===== src/rtl/cmda_cmd_seq.sv =====
// Command sequencer: expands upstream command words into one command slot plus NOP pause
// cycles, driving 2:1 SDR pin pairs and a shared tristate for the CMD/address bus.
module cmda_cmd_seq #(
   parameter int ADDRESS_NUMBER = 15,
   parameter int PAUSE_BITS     = 8
) (
   input  logic                                 clk_div,
   input  logic                                 rst,
   input  logic                                 en,
   input  logic [ADDRESS_NUMBER+PAUSE_BITS+8:0] cmd_data,
   input  logic                                 cmd_valid,
   output logic                                 cmd_ready,
   output logic [2*ADDRESS_NUMBER-1:0]          addr_din,
   output logic [5:0]                           ba_din,
   output logic [1:0]                           ras_din,
   output logic [1:0]                           cas_din,
   output logic [1:0]                           we_din,
   output logic [1:0]                           cke_din,
   output logic [1:0]                           odt_din,
   output logic                                 cmda_tri,
   output logic                                 busy,
   output logic                                 done
);

   localparam int A  = ADDRESS_NUMBER;
   localparam int PB = PAUSE_BITS;

   typedef enum logic [1:0] {
      ST_IDLE = 2'd0,
      ST_CMD  = 2'd1,
      ST_WAIT = 2'd2
   } state_t;

   state_t          state_q, state_d;
   logic [PB-1:0]   cnt_q, cnt_d;
   logic [PB-1:0]   pause_q, pause_d;
   logic            last_q, last_d;
   logic            busy_q, busy_d;
   logic            done_q, done_d;
   logic            tri_q, tri_d;
   logic [A-1:0]    addr_q, addr_d;
   logic [2:0]      ba_q, ba_d;
   logic            ras_q, ras_d;
   logic            cas_q, cas_d;
   logic            we_q, we_d;
   logic            cke_q, cke_d;
   logic            odt_q, odt_d;

   logic [A-1:0]    w_addr;
   logic [2:0]      w_ba;
   logic            w_ras, w_cas, w_we, w_odt, w_cke, w_last;
   logic [PB-1:0]   w_pause;
   logic            free;
   logic            accept;

   assign w_addr  = cmd_data[A-1:0];
   assign w_ba    = cmd_data[A+2:A];
   assign w_ras   = cmd_data[A+3];
   assign w_cas   = cmd_data[A+4];
   assign w_we    = cmd_data[A+5];
   assign w_odt   = cmd_data[A+6];
   assign w_cke   = cmd_data[A+7];
   assign w_pause = cmd_data[A+8+PB-1:A+8];
   assign w_last  = cmd_data[A+8+PB];

   // A new word may enter only where the current command's spacing has run out; reset forces ready low.
   assign free = (state_q == ST_IDLE)
               | ((state_q == ST_CMD)  & (pause_q == '0))
               | ((state_q == ST_WAIT) & (cnt_q == PB'(1)));
   assign cmd_ready = rst & en & free & ~(last_q & (state_q != ST_IDLE));
   assign accept    = cmd_valid & cmd_ready;

   // Next-state, pause counting, busy/done and tristate control.
   always_comb begin
      state_d = state_q;
      cnt_d   = cnt_q;
      pause_d = pause_q;
      last_d  = last_q;
      busy_d  = busy_q;
      done_d  = 1'b0;
      addr_d  = addr_q;
      ba_d    = ba_q;
      ras_d   = 1'b1;
      cas_d   = 1'b1;
      we_d    = 1'b1;
      cke_d   = cke_q;
      odt_d   = odt_q;

      case (state_q)
         ST_IDLE: begin
            busy_d = busy_q & en;
         end
         ST_CMD: begin
            if (pause_q != '0) begin
               state_d = ST_WAIT;
               cnt_d   = pause_q;
            end else if (last_q) begin
               state_d = ST_IDLE;
               done_d  = 1'b1;
               busy_d  = 1'b0;
            end else begin
               state_d = ST_IDLE;
               busy_d  = busy_q & en;
            end
         end
         ST_WAIT: begin
            if (cnt_q == PB'(1)) begin
               cnt_d   = '0;
               state_d = ST_IDLE;
               if (last_q) begin
                  done_d = 1'b1;
                  busy_d = 1'b0;
               end else begin
                  busy_d = busy_q & en;
               end
            end else begin
               cnt_d = cnt_q - PB'(1);
            end
         end
         default: begin
            state_d = ST_IDLE;
            cnt_d   = '0;
            busy_d  = 1'b0;
         end
      endcase

      // An accepted word overrides the idle fallthrough of whichever state made room for it.
      if (accept) begin
         state_d = ST_CMD;
         pause_d = w_pause;
         last_d  = w_last;
         busy_d  = 1'b1;
         addr_d  = w_addr;
         ba_d    = w_ba;
         ras_d   = w_ras;
         cas_d   = w_cas;
         we_d    = w_we;
         cke_d   = w_cke;
         odt_d   = w_odt;
      end else begin
         pause_d = pause_q;
      end

      if (en) begin
         tri_d = 1'b0;
      end else if ((state_q == ST_IDLE) & ~busy_q) begin
         tri_d = 1'b1;
      end else begin
         tri_d = tri_q;
      end
   end

   // State and output registers.
   always_ff @(posedge clk_div or negedge rst) begin
      if (!rst) begin
         state_q <= ST_IDLE;
         cnt_q   <= '0;
         pause_q <= '0;
         last_q  <= 1'b0;
         busy_q  <= 1'b0;
         done_q  <= 1'b0;
         tri_q   <= 1'b1;
         addr_q  <= '0;
         ba_q    <= 3'b000;
         ras_q   <= 1'b1;
         cas_q   <= 1'b1;
         we_q    <= 1'b1;
         cke_q   <= 1'b0;
         odt_q   <= 1'b0;
      end else begin
         state_q <= state_d;
         cnt_q   <= cnt_d;
         pause_q <= pause_d;
         last_q  <= last_d;
         busy_q  <= busy_d;
         done_q  <= done_d;
         tri_q   <= tri_d;
         addr_q  <= addr_d;
         ba_q    <= ba_d;
         ras_q   <= ras_d;
         cas_q   <= cas_d;
         we_q    <= we_d;
         cke_q   <= cke_d;
         odt_q   <= odt_d;
      end
   end

   genvar gi;
   generate
      for (gi = 0; gi < A; gi++) begin : g_addr
         assign addr_din[2*gi +: 2] = {2{addr_q[gi]}};
      end
      for (gi = 0; gi < 3; gi++) begin : g_ba
         assign ba_din[2*gi +: 2] = {2{ba_q[gi]}};
      end
   endgenerate

   // Command only in slot0; slot1 is always NOP.
   assign ras_din  = {1'b1, ras_q};
   assign cas_din  = {1'b1, cas_q};
   assign we_din   = {1'b1, we_q};
   assign cke_din  = {2{cke_q}};
   assign odt_din  = {2{odt_q}};
   assign cmda_tri = tri_q;
   assign busy     = busy_q;
   assign done     = done_q;

endmodule

===== config.mk =====
export PLATFORM = sky130hd
export DESIGN_NAME = cmda_cmd_seq
export DESIGN_NICKNAME = d
export VERILOG_FILES = /design/src/rtl/cmda_cmd_seq.sv
export SDC_FILE = /design/constraint.sdc
export NUM_CORES = 1
export LEC_CHECK = 0
export ABC_CLOCK_PERIOD_IN_PS = 3700
export CAP_MARGIN = 5
export CORE_MARGIN = 5
export CORE_UTILIZATION = 48
export DETAILED_ROUTE_END_ITERATION = 6
export HOLD_SLACK_MARGIN = 0.06
export PLACE_DENSITY = 0.95
export SLEW_MARGIN = 5
export SYNTH_ARGS = -nofsm -noshare
export SYNTH_HDL_FRONTEND = slang
export SYNTH_SLANG_ARGS = --single-unit

===== constraint.sdc =====
create_clock -name clk_div -period 3.7 [get_ports clk_div]
set_input_delay 0.74 -clock clk_div [delete_from_list [all_inputs] [get_ports clk_div]]
set_output_delay 0.74 -clock clk_div [all_outputs]
set_load 0.01 [all_outputs]

After elaboration in Yosys (flattened, before gate mapping)
Cells that the tools add are included.
{"block": "totals", "output_inout_bits": 50, "reg_bits": 45, "input_bits": 36, "elab_cells": 65}
{"block": "op_classes", "n_reduce_logical": 8, "n_bitwise": 14, "n_addsub": 1, "n_eq_ne": 7, "mux": 21}
{"cell": "8-bit one-hot mux with 3 select lines", "count": 1}
{"cell": "8-bit two-way mux", "count": 2}
{"cell": "1-bit two-way mux", "count": 12}
{"cell": "1-bit bitwise AND", "count": 9}
{"cell": "8-bit by 1-bit equality test with 1-bit output (second input constant)", "count": 1}
{"cell": "8-bit logical NOT", "count": 1}
{"cell": "8-bit nonzero test", "count": 1}
{"cell": "8-bit by 1-bit subtractor with 8-bit output (second input constant)", "count": 1}
{"cell": "2-bit two-way mux", "count": 3}
{"cell": "2-bit one-hot mux with 3 select lines", "count": 1}
{"cell": "2-bit AND reduction", "count": 3}
{"cell": "2-bit nonzero test", "count": 2}
{"cell": "3-bit by 2-bit != test with 1-bit output (second input constant)", "count": 1}
{"cell": "3-bit != test (second input constant)", "count": 1}
{"cell": "1-bit NOT", "count": 3}
{"cell": "1-bit one-hot mux with 3 select lines", "count": 1}
{"cell": "2-bit by 1-bit equality test with 1-bit output (second input constant)", "count": 1}
{"cell": "2-bit equality test (second input constant)", "count": 1}
{"cell": "2-bit logical NOT", "count": 1}
{"cell": "2-bit by 1-bit != test with 1-bit output (second input constant)", "count": 1}
{"cell": "2-bit != test (second input constant)", "count": 1}
{"cell": "1-bit bitwise OR", "count": 2}
{"cell": "1-bit one-hot mux with 2 select lines", "count": 1}

Logic depth before layout (Yosys ltp)
{"block": "depth", "word_depth": 9, "ltp_mapped": 7, "ltp_nobuf": 6}

Least setup slack after synthesis
OpenSTA, ideal clock, no wires.
{"block": "synth_path", "path_kind": "reg2out", "start": "reg pause_q[2]", "end": "out cmd_ready", "t_required_ns": 2.960, "arrival_ns": 1.546, "slack_ns": 1.414, "path_stages_with_launch": 5, "path_buffers": 0, "path_cell_list": "dfrtp_1 > nor4_2 > a31oi_1 > and2_1 > nor3_1"}
{"block": "synth_between", "elab_chain_len": 6}
{"element": "start, declared", "line": "36", "source": "logic [PB-1:0] pause_q, pause_d;"}
{"element": "start signal, assigned", "line": "173", "source": "pause_q <= pause_d;"}
{"element": "8-bit logical NOT", "line": "68", "source": "| ((state_q == ST_CMD) & (pause_q == '0))"}
{"element": "1-bit bitwise AND", "line": "68"}
{"element": "1-bit bitwise OR", "line": "68"}
{"element": "1-bit bitwise OR", "line": "69", "source": "| ((state_q == ST_WAIT) & (cnt_q == PB'(1)));"}
{"element": "1-bit bitwise AND (2 in series)", "line": "70", "source": "assign cmd_ready = rst & en & free & ~(last_q & (state_q != ST_IDLE));"}
{"element": "end, declared", "line": "12", "source": "output logic cmd_ready,"}
No other way between the ends.

Worst setup path in the final report
{"block": "layout_path", "start": "reg state_q[0]", "end": "out cmd_ready"}
{"block": "layout_between", "elab_chain_len": 6, "elab_cells_between_ends": 12, "cone_classes": "2 x eq/ne; 8 x bitwise; 2 x reduce/logical"}
{"element": "start, declared", "line": "34", "source": "state_t state_q, state_d;"}
{"element": "start signal, assigned", "line": "171", "source": "state_q <= state_d;"}
{"element": "2-bit by 1-bit equality test with 1-bit output", "line": "68"}
{"element": "1-bit bitwise AND", "line": "68"}
{"element": "1-bit bitwise OR", "line": "68"}
{"element": "1-bit bitwise OR", "line": "69"}
{"element": "1-bit bitwise AND", "line": "70"}
{"element": "1-bit bitwise AND *", "line": "70"}
Mark *: on every way between the ends. The rest lies on a longest branch, timed or not.

==> flow_metrics.py <==
metrics = {
    "status": {
        "run_status": "completed",
    },
    "grt": {
        "grt_pass1_vias": 1840,
        "maximum_number_of_pins_on_one_net_before_global_route_repair": 30,
        "groute.usage.overall_pct": 17.7,
        "initial_antenna_violation_count": 0,
        "global_route_overflow": 0,
        "first_pass_grt_wire_length_um": 8750,
    },
    "floorplan": {
        "die_area_sq_mm": 0.00625,
        "die_w_um": 79.0,
        "die_h_um": 79.0,
        "core_area_sq_mm": 0.00466,
        "io_pins": 86,
        "placement_rows": 25,
        "initial_utilization_pct": 49.1,
    },
    "timing": {
        "worst-slew-pin-transition_ns": 0.593,
        "skew_ns": 0.00813,
        "setup-tns-final_ns": 0,
        "slew_violations": 0,
        "max_slew_margin_pct": 60.4,
        "max_freq_mhz": 308,
        "timing.hold.ws_ns": 0.378,
        "fin_crit_sh_pct": 87.8,
        "final_hold_fails": 0,
        "setup_violations": 0,
        "layout_min_cycle_time_ns": 3.25,
        "grt_setup_unrepaired": "false",
    },
    "critical_path": {
        "critPathRequiredTime_ns": 2.96,
        "worst-endpoint-arrival_ns": 2.51,
        "critical_path_buf_inv_count": 2,
        "setup.worst_path.start_class": "register",
        "setup.worst_path.end_class": "output port",
        "worst_path_largest_cell_delay_ns": 0.57,
        "cp_cell_sequence": "inv_1, ha_1, nor2b_1, nand4_1, and2_1, nor3_1, clkdlybuf4s50_1",
        "crit_path_top_delay_cell": "clkdlybuf4s50_1",
        "crit_fanout": 5,
        "timing.critical_path.max_delay_family": "simple AND/OR/NAND/NOR gates",
        "setup.worst_path.class": "register to output port",
    },
    "route": {
        "wl_per_cell_um": 16.6,
        "final_antenna_net_count": 0,
        "detailedRoute.firstPassIterationCount": 4,
        "route.vias.total": 1739,
        "drt-initial-drc-count": 131,
        "drt-total-wl_um": 5270,
        "drcViolationCount": 0,
        "avgViaCountPerCell": 5.49,
    },
    "clock_tree": {
        "clkLatencyLatePin_ns": 0.30,
        "cts-hold-fix-buffers": 0,
        "cts_inserted_buffers": 5,
        "clkSinkCount": 45,
        "cts.path.max_buffers": 2,
        "post_cts_resized": 0,
        "tritoncts": "yes",
        "cts-htree-levels": 2,
        "post-cts-setup-buffers": 0,
        "cts-root-buf": "clkbuf_8",
        "cts.clk_slew.worst_paths_ns": 0.09,
    },
    "cells_and_area": {
        "antenna_cells_inserted": 0,
        "flow.area_growth_from_synthesis_pct": 35.6,
        "count_of_filler_cells_inserted_in_the_layout": 347,
        "finish.net_count": 304,
        "stdcell_count": 317,
        "drive_gt1_share_pct": 8.75,
    },
    "synthesis": {
        "yosys_register_bits": 45,
        "most_frequently_used_flop_master_after_synthesis": "dfrtp_1",
        "yosysUniqueCellTypes": 39,
        "synth_enable_flop_cells": 0,
        "async_flop_share_pct": 100,
        "yosysSeqAreaShare_pct": 49.4,
        "mappedNetlistArea_sq_mm": 0.00229,
        "postSynthCellCount": 201,
        "yosys_warnings": 0,
        "post_synthesis_average_cell_area_sq_um": 11.4,
    },
    "power": {
        "power.ir.vdd_worst_v": 0.000456,
        "power_density_over_the_cells_mw_per_mm2": 872,
        "leakage_uw": 0.00128,
        "power_uw": 2710,
    },
    "placed_design": {
        "post-dp-hpwl_um": 3990,
        "placedCellCount": 309,
        "gp_congestion": 0.981,
        "portBuffers": 82,
    },
    "flow_run": {
        "drv_cap": 0,
    },
    "worst_hold_path": {
        "min-delay-path-class": "input port to asynchronous set/reset pin",
    },
}
## area by class of cell
class	count	area (sq um)	area share (%)
flip-flops and latches	45	1130	36.4
clock buffers	6	82.6	2.66
clock inverters	2	37.5	1.21
well taps	54	67.6	2.18
multi-input cells	113	890	28.7
inverters	12	45.0	1.45
repair buffers	85	851	27.4
## power by group
| part | internal (uW) | leakage [uW] | switching, uW |
|---|---|---|---|
| Clock | 220 | 0.0000574 | 167 |
| Combinational | 750 | 0.000667 | 636 |
| Sequential | 720 | 0.000553 | 214 |
## cells in the mapped netlist (2+ instances only)
library cell | number | area (sq um)
nor4_1 | 2 | 12.5
o21ai_0 | 6 | 30.0
nand3_1 | 3 | 15.0
clkbuf_1 | 2 | 7.51
nor4_2 | 3 | 37.5
a31oi_1 | 2 | 12.5
nand4_1 | 2 | 12.5
buf_4 | 30 | 225
nand2b_1 | 4 | 25.0
mux2_1 | 28 | 315
o2bb2ai_1 | 2 | 17.5
ha_1 | 6 | 75.1
dfstp_2 | 4 | 105
nor2_1 | 4 | 15.0
a21oi_1 | 7 | 35.0
a32oi_1 | 4 | 35.0
nand2_1 | 6 | 22.5
nor3_1 | 3 | 15.0
inv_1 | 12 | 45.0
a22oi_1 | 3 | 22.5
nor2b_1 | 2 | 12.5
o21ai_1 | 8 | 40.0
dfrtp_1 | 41 | 1030
o22ai_1 | 2 | 12.5
## registers in the layout, summed over array words and instances, names as in the netlist, 2 cells and up
signal	flops
addr_q	15
cnt_q	8
pause_q	8
ba_q	3
state_q	2
## worst paths after layout
path / startpoint / endpoint / slack (ns) / cells past startpoint
worst max-delay path: state_q[0] / cmd_ready / 0.45 / 7
worst min-delay path: rst / addr_q[8] / 0.38 / 1
worst max register to register: state_q[0] / pause_q[2] / 1.12 / 7
worst min register to register: addr_q[7] / addr_q[7] / 0.52 / 1
max in group asynchronous: rst / we_q / 2.56 / 2
min in group clk_div: addr_q[7] / addr_q[7] / 0.52 / 1
## logic make-up (layout without fill, tap and decap cells)
logic type,count (synthesis),in the layout,synth area share (%)
buffers and inverters,45,105,12.4
AO/OA/AOI/OAI,41,41,11.7
adder cells (fa/ha/maj),6,6,3.28
multiplexers,28,28,13.8
XOR/XNOR,1,1,0.383
flip-flops,45,45,49.4
AND/OR/NAND/NOR,34,34,8.91
other,1,3,0.164
## cell usage in the layout (no fill, tap or decap), drive strengths merged, types with 4 or more instances in the layout
master / Yosys / layout
a21oi: 7 / 7
a32oi: 4 / 4
buf: 31 / 4
clkbuf: 2 / 6
clkdlybuf4s50: 0 / 81
dfrtp: 41 / 41
dfstp: 4 / 4
ha: 6 / 6
inv: 12 / 12
mux2: 28 / 28
nand2: 6 / 6
nand2b: 4 / 4
nor2: 4 / 4
nor4: 5 / 5
o21ai: 14 / 14
## stage by stage
stage / area (sq um) / utilization (%) / worst slack, ns
6_report: 3100 / 66.6 / 0.452
5_1_grt: 3100 / 66.6 / 0.246
2_1_floorplan: 2300 / - / 1.41
4_1_cts: 3100 / 66.6 / 0.451
3_5_place_dp: 2980 / 64.0 / 0.793
3_3_place_gp: 2980 / 64.0 / 0.825
## worst register-to-register path: stages, from the launching register on
cell	delay (ns)
dfrtp_1	0.42
inv_1	0.10
ha_1	0.24
nor2b_1	0.24
nand4_1	0.23
a211oi_4	0.61
buf_12	0.26
mux2_1	0.37
## layer usage
metal	vias up	routed length (um)	GRT usage, %
met1	855	2240	22.5
met4	0	96	6.87
met2	74	2580	28.7
li1	799	-	-
met5	-	0	0
met3	11	354	4.88
Power figures use the tool's default switching activity.
